$ cat src/rtl/tamagotchi_pkg.sv
// tamagotchi_pkg: state encoding and attribute limits shared by the pet controllers.
package tamagotchi_pkg;

    typedef enum logic [4:0] {
        INTRO      = 5'b00000,
        IDLE       = 5'b00001,
        DORMINDO   = 5'b00010,
        COMENDO    = 5'b00100,
        DANDO_AULA = 5'b01000,
        MORTO      = 5'b10000
    } estado_t;

    localparam logic [7:0] MAX_FOME        = 8'd100;
    localparam logic [7:0] MAX_SONO        = 8'd100;
    localparam logic [7:0] MAX_FELICIDADE  = 8'd100;
    localparam logic [7:0] INIT_FOME       = 8'd50;
    localparam logic [7:0] INIT_SONO       = 8'd50;
    localparam logic [7:0] INIT_FELICIDADE = 8'd50;

endpackage

$ cat src/rtl/sincroniza_botao.sv
// sincroniza_botao: 2-FF synchroniser plus registered rising-edge pulse for a raw button.
module sincroniza_botao (
    input  logic clk,
    input  logic rst,
    input  logic in,
    output logic pulso
);

    logic [2:0] sinc_q;

    always_ff @(posedge clk or posedge rst) begin
        if (rst) begin
            sinc_q <= '0;
            pulso  <= 1'b0;
        end else begin
            sinc_q <= {sinc_q[1:0], in};
            pulso  <= sinc_q[1] & ~sinc_q[2];
        end
    end

endmodule

$ cat src/rtl/controlador_estados.sv
// controlador_estados: pet state machine driving the one-hot estado bus and the age counter.
// Define AUTO_DORMIR_EN to let an idle pet fall asleep by itself when sono is low.
module controlador_estados
    import tamagotchi_pkg::*;
#(
    parameter int         TICK_W      = 23,
    parameter int         ATIV_TICKS  = 10,
    parameter int         MORTO_TICKS = 4,
    parameter logic [7:0] LIMIAR_SONO = 8'd10
) (
    input  logic        clk,
    input  logic        rst,
    input  logic        btn_start,
    input  logic        btn_dormir,
    input  logic        btn_comer,
    input  logic        btn_aula,
    input  logic [7:0]  fome,
    input  logic [7:0]  felicidade,
    input  logic [7:0]  sono,
    output logic [4:0]  estado,
    output logic [15:0] idade
);

    logic p_start, p_dormir, p_comer, p_aula;
    logic tick, morte, vivo, fim_timer, auto_dormir;
    logic [TICK_W-1:0] tick_q;
    logic [7:0]        timer_q;
    logic [15:0]       idade_q;
    estado_t           estado_q;

    sincroniza_botao u_start  (.clk(clk), .rst(rst), .in(btn_start),  .pulso(p_start));
    sincroniza_botao u_dormir (.clk(clk), .rst(rst), .in(btn_dormir), .pulso(p_dormir));
    sincroniza_botao u_comer  (.clk(clk), .rst(rst), .in(btn_comer),  .pulso(p_comer));
    sincroniza_botao u_aula   (.clk(clk), .rst(rst), .in(btn_aula),   .pulso(p_aula));

    assign tick      = tick_q == '0;
    assign morte     = fome == 8'd0 || felicidade == 8'd0 || sono == 8'd0;
    assign vivo      = estado_q inside {IDLE, DORMINDO, COMENDO, DANDO_AULA};
    assign fim_timer = tick && timer_q <= 8'd1;

`ifdef AUTO_DORMIR_EN
    assign auto_dormir = sono < LIMIAR_SONO && sono != 8'd0;
`else
    logic unused_limiar;
    assign unused_limiar = ^LIMIAR_SONO;
    assign auto_dormir   = 1'b0;
`endif

    always_ff @(posedge clk or posedge rst) begin
        if (rst) begin
            tick_q   <= '0;
            timer_q  <= '0;
            idade_q  <= '0;
            estado_q <= INTRO;
        end else begin
            tick_q <= tick_q + TICK_W'(1);
            if (tick && timer_q != 8'd0)
                timer_q <= timer_q - 8'd1;
            if (tick && vivo && idade_q != 16'hFFFF)
                idade_q <= idade_q + 16'd1;
            // Death beats every button and timer event in the same cycle
            if (vivo && morte) begin
                estado_q <= MORTO;
                timer_q  <= 8'(MORTO_TICKS);
            end else begin
                case (estado_q)
                    INTRO:
                        if (p_start && !morte)
                            estado_q <= IDLE;
                    IDLE:
                        if (p_dormir || p_comer || p_aula || auto_dormir) begin
                            estado_q <= p_dormir ? DORMINDO : p_comer ? COMENDO : p_aula ? DANDO_AULA : DORMINDO;
                            timer_q  <= 8'(ATIV_TICKS);
                        end
                    DORMINDO:
                        if (fim_timer || sono >= MAX_SONO || p_dormir)
                            estado_q <= IDLE;
                    COMENDO:
                        if (fim_timer || fome >= MAX_FOME || p_comer)
                            estado_q <= IDLE;
                    DANDO_AULA:
                        if (fim_timer || felicidade >= MAX_FELICIDADE || p_aula)
                            estado_q <= IDLE;
                    MORTO:
                        if (fim_timer) begin
                            estado_q <= INTRO;
                            idade_q  <= '0;
                        end
                    default: begin
                        estado_q <= INTRO;
                        idade_q  <= '0;
                    end
                endcase
            end
        end
    end

    assign estado = estado_q;
    assign idade  = idade_q;

endmodule

$ cat config.mk
export PLATFORM = sky130hd
export DESIGN_NAME = controlador_estados
export DESIGN_NICKNAME = d
export VERILOG_FILES = /design/src/rtl/tamagotchi_pkg.sv /design/src/rtl/sincroniza_botao.sv /design/src/rtl/controlador_estados.sv
export SDC_FILE = /design/constraint.sdc
export NUM_CORES = 1
export LEC_CHECK = 0
export CAP_MARGIN = 20
export CORE_MARGIN = 5
export CORE_UTILIZATION = 58
export DETAILED_ROUTE_END_ITERATION = 16
export GPL_ROUTABILITY_DRIVEN = 0
export PLACE_DENSITY = 0.82
export SLEW_MARGIN = 40
export SYNTH_ARGS = -nofsm -noshare
export SYNTH_HDL_FRONTEND = slang
export SYNTH_HIERARCHICAL = 1
export SYNTH_SLANG_ARGS = --single-unit
$ cat constraint.sdc
create_clock -name clk -period 4.9 [get_ports clk]
set_input_delay 0.735 -clock clk [delete_from_list [all_inputs] [get_ports clk]]
set_output_delay 0.735 -clock clk [all_outputs]
set_load 0.005 [all_outputs]
---- After elaboration in Yosys (flattened, before gate mapping) ----
Index checks and enable logic that the tools add are counted.
storage, ports and cells
  flip-flop bits (word level) ............. 68
  bits in latches ......................... 0
  bits in writable memories ............... 0
  memory bits (read-only) ................. 0
  input bits .............................. 30
  output and inout bits ................... 21
  word-level logic and storage cells ...... 84
  memories ................................ 0
cells by class
  $add $sub $neg .......................... 3
  $mul .................................... 0
  div/mod/pow operators ................... 0
  $lt $le $gt $ge ......................... 4
  equal/unequal tests ..................... 12
  shift-type cells ........................ 0
  mux-type cells .......................... 19
  bitwise gates (word level) .............. 8
  reduce and logical (&&, ||, !) cells .... 26
operators by type and width
  cell                                                    number
  two-way mux 16 bit                                      3
  two-way mux 5 bit                                       7
  two-way mux 8 bit                                       4
  one-hot mux 16 bit (2 select lines)                     1
  one-hot mux 5 bit (6 select lines)                      1
  >= comparator 8 x 7 -> 1 bit (second input constant)    3
  zero test 8 bit                                         3
  adder 23 x 1 -> 23 bit (second input constant)          1
  zero test 23 bit                                        1
  adder 16 x 1 -> 16 bit (second input constant)          1
  inequality test 16 bit (second input constant)          1
  two-way mux 4 bit                                       3
  inequality test 3 x 1 -> 1 bit (second input constant)  4
  logical OR 1 bit                                        10
  <= comparator 8 x 1 -> 1 bit (second input constant)    1
  nonzero test 8 bit                                      1
  subtractor 8 x 1 -> 8 bit (second input constant)       1
  logical AND 1 bit                                       6
  inequality test 3 bit (second input constant)           2
  AND reduction 6 bit                                     1
  == test 5 x 1 -> 1 bit (second input constant)          1
  == test 5 x 2 -> 1 bit (second input constant)          1
  == test 5 x 3 -> 1 bit (second input constant)          1
  == test 5 x 4 -> 1 bit (second input constant)          1
  7 further kinds                                         13

---- Logic depth before layout (Yosys ltp) ----
Gate-level depths: netlist (run 1).
  word-level depth ........................ 8
  depth in mapped cells ................... 9
  mapped depth without buffers ............ 8

---- Cells and area by module ----
The synthesis (run 1) kept the hierarchy.
modules (own cells, without submodules)
  module               instances  cells each  area each (µm²)  sequential area each (µm²)
  controlador_estados  1          294         2936.6           1301.2
  sincroniza_botao     4          6           117.6            100.1

---- Least setup slack after synthesis (run 1) ----
OpenSTA, ideal clock, no wires.
  kind .................................... input to register
  from .................................... input port fome[2]
  to ...................................... register timer_q[5]
  library setup time ...................... 0.139 ns
  arrival time ............................ 2.072 ns
  data required time ...................... 4.761 ns
  path slack .............................. 2.690 ns
  stages .................................. 6
  path buffers ............................ 1
  cells stage by stage .................... or3_1 nor4_1 nor3_1 a211oi_2 buf_2 nor3_1
on the way
  cells in the longest elaborated chain, start to end .. 5
ends and longest elaborated chain
  element                        line                       RTL
  start: declaration             controlador_estados.sv:17  input logic [7:0] fome,
  zero test 8 bit                controlador_estados.sv:37  assign morte = fome == 8'd0 || felicidade == 8'd0 || sono == 8'd0;
  logical OR 1 bit (2 in a row)  controlador_estados.sv:37
  logical AND 1 bit              controlador_estados.sv:62  if (vivo && morte) begin
  two-way mux 8 bit              controlador_estados.sv:62
  end signal: assignment         controlador_estados.sv:58  timer_q <= timer_q - 8'd1;
  end signal: assignment         controlador_estados.sv:64  timer_q <= 8'(MORTO_TICKS);
  end signal: assignment         controlador_estados.sv:73  timer_q <= 8'(ATIV_TICKS);
  end: declaration               controlador_estados.sv:27  logic [7:0] timer_q;
No other way between the ends.
A chain may end at the register's enable or synchronous reset.

---- Worst setup path in the final report (run 1) ----
  from .................................... register tick_q[0]
  to ...................................... register idade_q[15] (netlist: idade[15])
on the way
  cells in the longest elaborated chain, start to end .. 7
  elaborated cells between the ends (all ways) .. 8
  classes of those cells .................. mux: 4; reduce/logical: 4
ends and longest elaborated chain
  element                              line                       RTL
  start: declaration                   controlador_estados.sv:26  logic [TICK_W-1:0] tick_q;
  start signal: assignment             controlador_estados.sv:56  tick_q <= tick_q + TICK_W'(1);
  zero test 23 bit *                   controlador_estados.sv:36  assign tick = tick_q == '0;
  logical AND 1 bit (2 in a row)       controlador_estados.sv:59  if (tick && vivo && idade_q != 16'hFFFF)
  two-way mux 16 bit                   controlador_estados.sv:59
  two-way mux 16 bit                   controlador_estados.sv:85  if (fim_timer) begin
  one-hot mux 16 bit (2 select lines)  controlador_estados.sv:66  case (estado_q)
  two-way mux 16 bit *                 controlador_estados.sv:62
  end signal: assignment               controlador_estados.sv:60  idade_q <= idade_q + 16'd1;
  end: declaration                     controlador_estados.sv:28  logic [15:0] idade_q;
Mark *: on every way between the ends. The rest lies on a longest branch, timed or not.

==> results of run 1 <==
## stage by stage
stage          hold WS [ns]    util
6_report             0.3534  0.7121
5_1_grt              0.3623  0.7121
4_1_cts              0.3563  0.7108
3_5_place_dp         0.3355  0.6790
3_3_place_gp         0.3323  0.6786
2_1_floorplan        0.3312       -
## metal layers
layer	global-route usage	routed length (um)	part of all wire	up-vias
met2	0.3401	3617	0.52	47
li1	-	-	-	1223
met4	0.1006	145	0.021	0
met5	0	0	0	-
met1	0.2665	2921	0.42	1273
met3	0.03517	258	0.037	13
## logic make-up after synthesis
logic type / count (synthesis)
compound gates: 28
xor+xnor: 41
mux: 4
flops: 68
fa+ha+maj: 5
simple gates: 150
buf+inv: 22
## worst max-delay path, delay by kind of cell (launching register included)
| kind | cells | cell delay [ns] |
|---|---|---|
| adders and majority gates | 1 | 0.13 |
| and+or+nand+nor | 4 | 1.02 |
| buffers and inverters | 1 | 0.10 |
| DFF | 1 | 0.43 |
| AOI/OAI and AO/OA | 2 | 0.81 |
## path summary, 6_finish.rpt
check	slack, ns	endpoint	depth (start not counted)
worst min-delay path	0.35	u_comer/sinc_q[1]	0
worst max register to register	2.33	idade[15]	8
min in group asynchronous	0.72	u_aula/sinc_q[2]	2
worst max-delay path	2.33	idade[15]	8
worst min register to register	0.35	u_comer/sinc_q[1]	0
max in group asynchronous	3.55	tick_q[13]	2
## layout make-up
cell class                      count  area (sq um)
Timing Repair Buffer               50         500.5
Clock inverter                      6         47.55
Multi-Input combinational cell    228          1605
Clock buffer                       10         137.6
Sequential cell                    68          1702
Fill cell                         435          1674
Inverter                           14         55.05
Tap cell                           75         93.84
## cell usage after synthesis (2+ instances only)
cell type	count	area share
xor2_1	24	0.062
nor2_1	38	0.042
buf_6	2	0.0066
buf_2	2	0.0029
inv_1	14	0.015
nor4_2	4	0.015
nand2_1	16	0.018
mux2i_1	3	0.0088
a32oi_1	2	0.0051
dfrtp_1	68	0.50
nor2b_4	4	0.016
nor3_1	11	0.016
o21ai_0	5	0.0073
a31oi_1	2	0.0037
ha_1	5	0.018
nor4_1	2	0.0037
a21oi_1	4	0.0059
nand4_1	12	0.022
nand3_1	20	0.029
nand2_2	2	0.0037
and2_1	4	0.0073
buf_4	2	0.0044
and3_1	11	0.020
nor2b_1	2	0.0037
a21o_1	4	0.0088
nor3_2	3	0.0088
and4_1	5	0.013
xnor2_1	17	0.044
clkbuf_1	2	0.0022
or3_1	7	0.013
## state kept, by name, indices dropped and copies added (netlist names), 3 cells and up
name and flops:
u_dormir/sinc_q 3, u_start/sinc_q 3, timer_q 8, u_aula/sinc_q 3, u_comer/sinc_q 3, estado 5, idade 16, tick_q 23
## power by group through the flow
stage | Combinational [W] | Sequential (W) | Clock, W
3_3_place_gp | 0.000177 | 0.000620 | 0
4_1_cts | 0.000182 | 0.000611 | 0.000440
5_1_grt | 0.000203 | 0.000617 | 0.000461
2_1_floorplan | 0.000118 | 0.000614 | 0
6_report | 0.000184 | 0.000611 | 0.000429
3_5_place_dp | 0.000181 | 0.000622 | 0
==> flow_summary_export.csv, run 1 <==
group,metric,value,unit
status,status,"completed",
grt,overflow,0,
setup_path,startpoint,"tick_q[0]",
cts,h-tree-depth,3,
sta,hold_violations,0,
floorplan,coreArea,5816,sq um
pwr,switching_power,0.0003529,W
sta,final.period_utilization,0.5241,
flow_run,drv_cap,0,
setup_path,r2r_start,"tick_q[0]",
grt,track_usage,0.2073,
grt,grt_max_degree,53,
sta,setup_viol,0,
cts,cts_resized,0,
drt,routed_via_density,5.667,
placement,dp_hpwl,5001,um
pwr,p_leak,1.851,nW
logic_synthesis,async_reset_ff_frac,1.000,
setup_path,worst_path_max_delay_cell,"a2111oi_4",
final_layout,drive_above_1_share,0.1090,
worst_hold_path,min_path_type,"reg2reg",
logic_synthesis,synth_seq_area_share,0.4994,
cts,cts_setup_buffers,0,
floorplan,core.rowCount,28,
cts,postCtsHoldBufs,0,
grt,grt_pass1_vias,2574,
placement,place.port_buffers,50,
sta,maxSlewHeadroom,0.4754,
placement,place_area,3949,sq um
cts,clock_latency,0.36,ns
cts,root_buffer,"clkbuf_8",
pwr,p_seq_frac,0.499,
drt,drc,0,
final_layout,nets,406,
sta,min_period,2.568,ns
logic_synthesis,syn_inst,318,
logic_synthesis,synth_flop_cell,"dfrtp_1",
final_layout,antenna_cells,0,
logic_synthesis,synth_area,3407,sq um
placement,pre_cts_ws,1.809,ns
pwr,power_frac_comb,0.150,
pwr,p_sw_frac,0.2883,
drt,firstDrtPassIters,4,
placement,dp_cells,435,
sta,fin_ws,2.332,ns
logic_synthesis,postSynthRegisterBits,68,
pwr,p_clk_frac,0.350,
floorplan,die_w,86.65,um
sta,clock.fmax,389.4,MHz
logic_synthesis,synth_compound_area_frac,0.07161,
final_layout,syn_to_final_growth,21.56,%
cts,cts.sinks,68,
final_layout,final_area,4141,sq um
sta,finalMaxSlewViolations,0,
cts,cts_buffer_depth,2,
sta,tightestPinTransition,0.7868,ns
grt,antenna_found_initial,0,
cts,numCtsBuffers,9,
pwr,design_power_total,0.001224,W
pwr,p_int,0.0008709,W
logic_synthesis,synth_nets,353,
drt,vias,2556,
drt,detail-route-antenna-nets,0,
logic_synthesis,synthAdderAreaFrac,0.01836,
setup_path,worstPathRequired,5.18,ns
logic_synthesis,yosys.cell_types.count,51,
floorplan,io_pins,51,
floorplan,die_y,86.65,um
sta,finalSetupTns,0,ns
setup_path,crit_chain,"inv_1 -> ha_1 -> nor4b_2 -> nand4_2 -> a2111oi_4 -> nand2_2 -> or3_1 -> a21oi_1",
final_layout,fin_cells,451,
final_layout,final_cell_mix,"dfrtp_1, clkdlybuf4s50_1, nor2_1, xor2_1, nand3_1",
sta,rsz0062_at_grt,"no",
floorplan,initial_core_util,0.5858,
logic_synthesis,synth-edff-count,0,
logic_synthesis,muxShareOfSynthArea,0.01212,
drt,wire_per_inst,15.39,um
logic_synthesis,synth_xor_area_frac,0.1054,
setup_path,max_stage_delay,0.67,ns
logic_synthesis,syn_avg_cell_area,10.71,sq um
setup_path,critPathKind,"reg2reg",
cts,clkTransAtPathRegs,0.08,ns
drt,drt_first_iter_violations,99,
setup_path,end_kind,"register",
logic_synthesis,yosysWarnings,6,
drt,routed_wl,6943,um
cts,tritoncts,"yes",
grt,grt_pass1_wl,12160,um
setup_path,cp.arrival,2.85,ns
final_layout,final_common_cell,"dfrtp_1",
logic_synthesis,synth_top_family_by_area,"simple AND/OR/NAND/NOR gates",
logic_synthesis,synth-simple-area-share,0.2615,
floorplan,die_area,7507,sq um
pwr,vdd_drop_max,0.0002465,V
setup_path,cp-start-kind,"register",
pwr,power.density,295.5,nW/um^2
setup_path,crit_fanout,14,
worst_hold_path,hold_path_startpoint,"u_comer/sinc_q[0]",
sta,skew,0.009717,ns
Power figures use the tool's default switching activity.
==> run 2, diff against run 1 <==
--- a/config.mk
+++ b/config.mk
@@ -7,10 +7,10 @@
 export LEC_CHECK = 0
 export CAP_MARGIN = 20
 export CORE_MARGIN = 5
-export CORE_UTILIZATION = 58
+export CORE_UTILIZATION = 49
 export DETAILED_ROUTE_END_ITERATION = 16
 export GPL_ROUTABILITY_DRIVEN = 0
-export PLACE_DENSITY = 0.82
+export PLACE_DENSITY = 0.73
 export SLEW_MARGIN = 40
 export SYNTH_ARGS = -nofsm -noshare
 export SYNTH_HDL_FRONTEND = slang
==> constraint.sdc (replaced) <==
create_clock -name clk -period 2.3 [get_ports clk]
set_input_delay 0.345 -clock clk [delete_from_list [all_inputs] [get_ports clk]]
set_output_delay 0.345 -clock clk [all_outputs]
set_load 0.005 [all_outputs]
==> run 2 against run 1 <==
Total power rose by 130%. Critical path type unchanged. Clock power rose to 2.5 times the previous value. First-iteration DRC count down 22%. Final cell count up 7.5%. Setup slack worse by 2.2 ns. Non-clock buffer count up 14. Clock skew shrank 0.0022 ns. Combinational power rose by 120%. Worst hold slack worse by 0.028 ns. Utilization is 7.4 points lower. Via count shrank 1.0%.
==> flow_summary_export.csv, run 2 (same netlist as run 1, synthesis figures left out) <==
group,metric,value,unit
final_layout,top_register,"tick_q",
floorplan,core.rowCount,30,
setup_path,cp_top_family,"simple AND/OR/NAND/NOR gates",
final_layout,antenna_cells,0,
drt,detail-route-antenna-nets,0,
grt,grt_max_degree,53,
sta,tightestPinTransition,0.4092,ns
final_layout,final_common_cell,"dfrtp_1",
drt,wire_per_inst,13.42,um
pwr,vdd_drop_max,0.0004439,V
cts,root_buffer,"clkbuf_8",
setup_path,crit_chain,"inv_1 -> ha_1 -> nor4b_2 -> nand4_2 -> or4_4 -> nor3_2 -> xnor2_1 -> nor3_2",
grt,track_usage,0.1607,
drt,routed_wl,6507,um
floorplan,initial_core_util,0.5015,
sta,finalSetupTns,0,ns
sta,fin_ws,0.1540,ns
pwr,design_power_total,0.002798,W
setup_path,r2r_start,"tick_q[1]",
setup_path,crit_top_cell,"nor3_2",
sta,skew,0.007485,ns
grt,grt_pass1_wl,11300,um
drt,vias,2530,
grt,overflow,0,
sta,finalMaxSlewViolations,0,
sta,setup_viol,0,
flow_run,drv_cap,0,
sta,min_period,2.146,ns
final_layout,drive_above_1_share,0.1388,
final_layout,largest_reg_flops,23,
floorplan,coreArea,6794,sq um
setup_path,worst-path-buf-inv,1,
placement,pre_cts_ws,0.02571,ns
drt,drt_first_iter_violations,77,
setup_path,cp-start-kind,"register",
cts,h-tree-depth,3,
floorplan,die_y,93.39,um
status,status,"completed",
setup_path,worstRegToRegCells,8,
pwr,power.density,645.8,nW/um^2
final_layout,fin_cells,485,
cts,numCtsBuffers,9,
final_layout,nFillCells,538,
floorplan,io_pins,51,
pwr,p_leak,1.966,nW
placement,dp_cells,470,
drt,drc,0,
final_layout,syn_to_final_growth,27.18,%
final_layout,nets,420,
sta,maxSlewHeadroom,0.7247,
setup_path,startpoint,"tick_q[1]",
setup_path,worst_path_max_delay_cell,"or4_4",
cts,cts.sinks,68,
setup_path,crit_fanout,5,
grt,grt_pass1_vias,2485,
grt,antenna_found_initial,0,
final_layout,final_cell_mix,"dfrtp_1, clkdlybuf4s50_1, nor2_1, xor2_1, nand3_1",
cts,clkTransAtPathRegs,0.07,ns
setup_path,r2r_end,"timer_q[6]",
sta,rsz0062_at_grt,"no",
cts,clock_latency,0.33,ns
placement,place.port_buffers,50,
sta,clock.fmax,466.0,MHz
setup_path,max_stage_delay,0.59,ns
placement,dp_hpwl,4863,um
floorplan,die_area,8721,sq um
setup_path,worstPathRequired,2.52,ns
sta,final.period_utilization,0.9330,
setup_path,critPathKind,"reg2reg",
setup_path,cp.arrival,2.37,ns
cts,tritoncts,"yes",
worst_hold_path,min_path_type,"in2async",
floorplan,die_w,93.39,um
drt,routed_via_density,5.216,
drt,firstDrtPassIters,5,
cts,cts_buffer_depth,2,
setup_path,end_kind,"register",
sta,hold_violations,0,
setup_path,regToRegSetupSlack,0.15,ns
[run 2: through the flow]
step	utilization	instance area (sq um)	hold slack [ns]
global placement	0.6039	4103	0.3341
global route	0.6378	4333	0.3366
CTS	0.6368	4327	0.3146
detailed placement	0.6039	4103	0.3379
finish	0.6378	4333	0.3256
floorplan	-	3407	0.1111
[run 2: layer usage]
metal  vias to the layer above  wire [um]  global-route usage
li1                       1251          -                   -
met1                      1225       3102              0.2171
met2                        48       3042              0.2513
met3                         6        279             0.03701
met4                         0         81             0.06105
met5                         -          0                   0
[run 2: worst max path at each step]
stage | to | depth (start not counted)
floorplan | idade[14] | 9
global placement | estado[0] | 7
detailed placement | estado[0] | 7
CTS | idade[3] | 9
global route | idade[4] | 9
finish | timer_q[6] | 8
[run 2: cell type report]
cell class | count | area, sq um | area share
Inverter | 14 | 52.55 | 0.01213
Multi-Input combinational cell | 228 | 1604 | 0.3702
Tap cell | 96 | 120.1 | 0.02772
Clock buffer | 11 | 151.4 | 0.03494
Clock inverter | 4 | 72.57 | 0.01675
Timing Repair Buffer | 64 | 630.6 | 0.1455
Sequential cell | 68 | 1702 | 0.3927
[run 2: power by group]
| group | switching, W | internal (W) |
|---|---|---|
| registers | 0.0000630 | 0.00124 |
| logic | 0.000206 | 0.000204 |
| clock network | 0.000423 | 0.000662 |
[run 2: repair_timing]
| item | in CTS | in global routing |
|---|---|---|
| setup endpoints to repair | 0 | 16 |
| gates resized for setup | 0 | 1 |
| setup buffers | 0 | 0 |
| hold buffers | 0 | 0 |
[run 2: worst reg2reg max path, delay by kind of cell (launching register included)]
| kind | cells | cell delay (ns) |
|---|---|---|
| XOR/XNOR | 1 | 0.15 |
| flip-flops | 1 | 0.43 |
| adder cells (fa/ha/maj) | 1 | 0.12 |
| AND/OR/NAND/NOR | 5 | 1.26 |
| buffers and inverters | 1 | 0.08 |
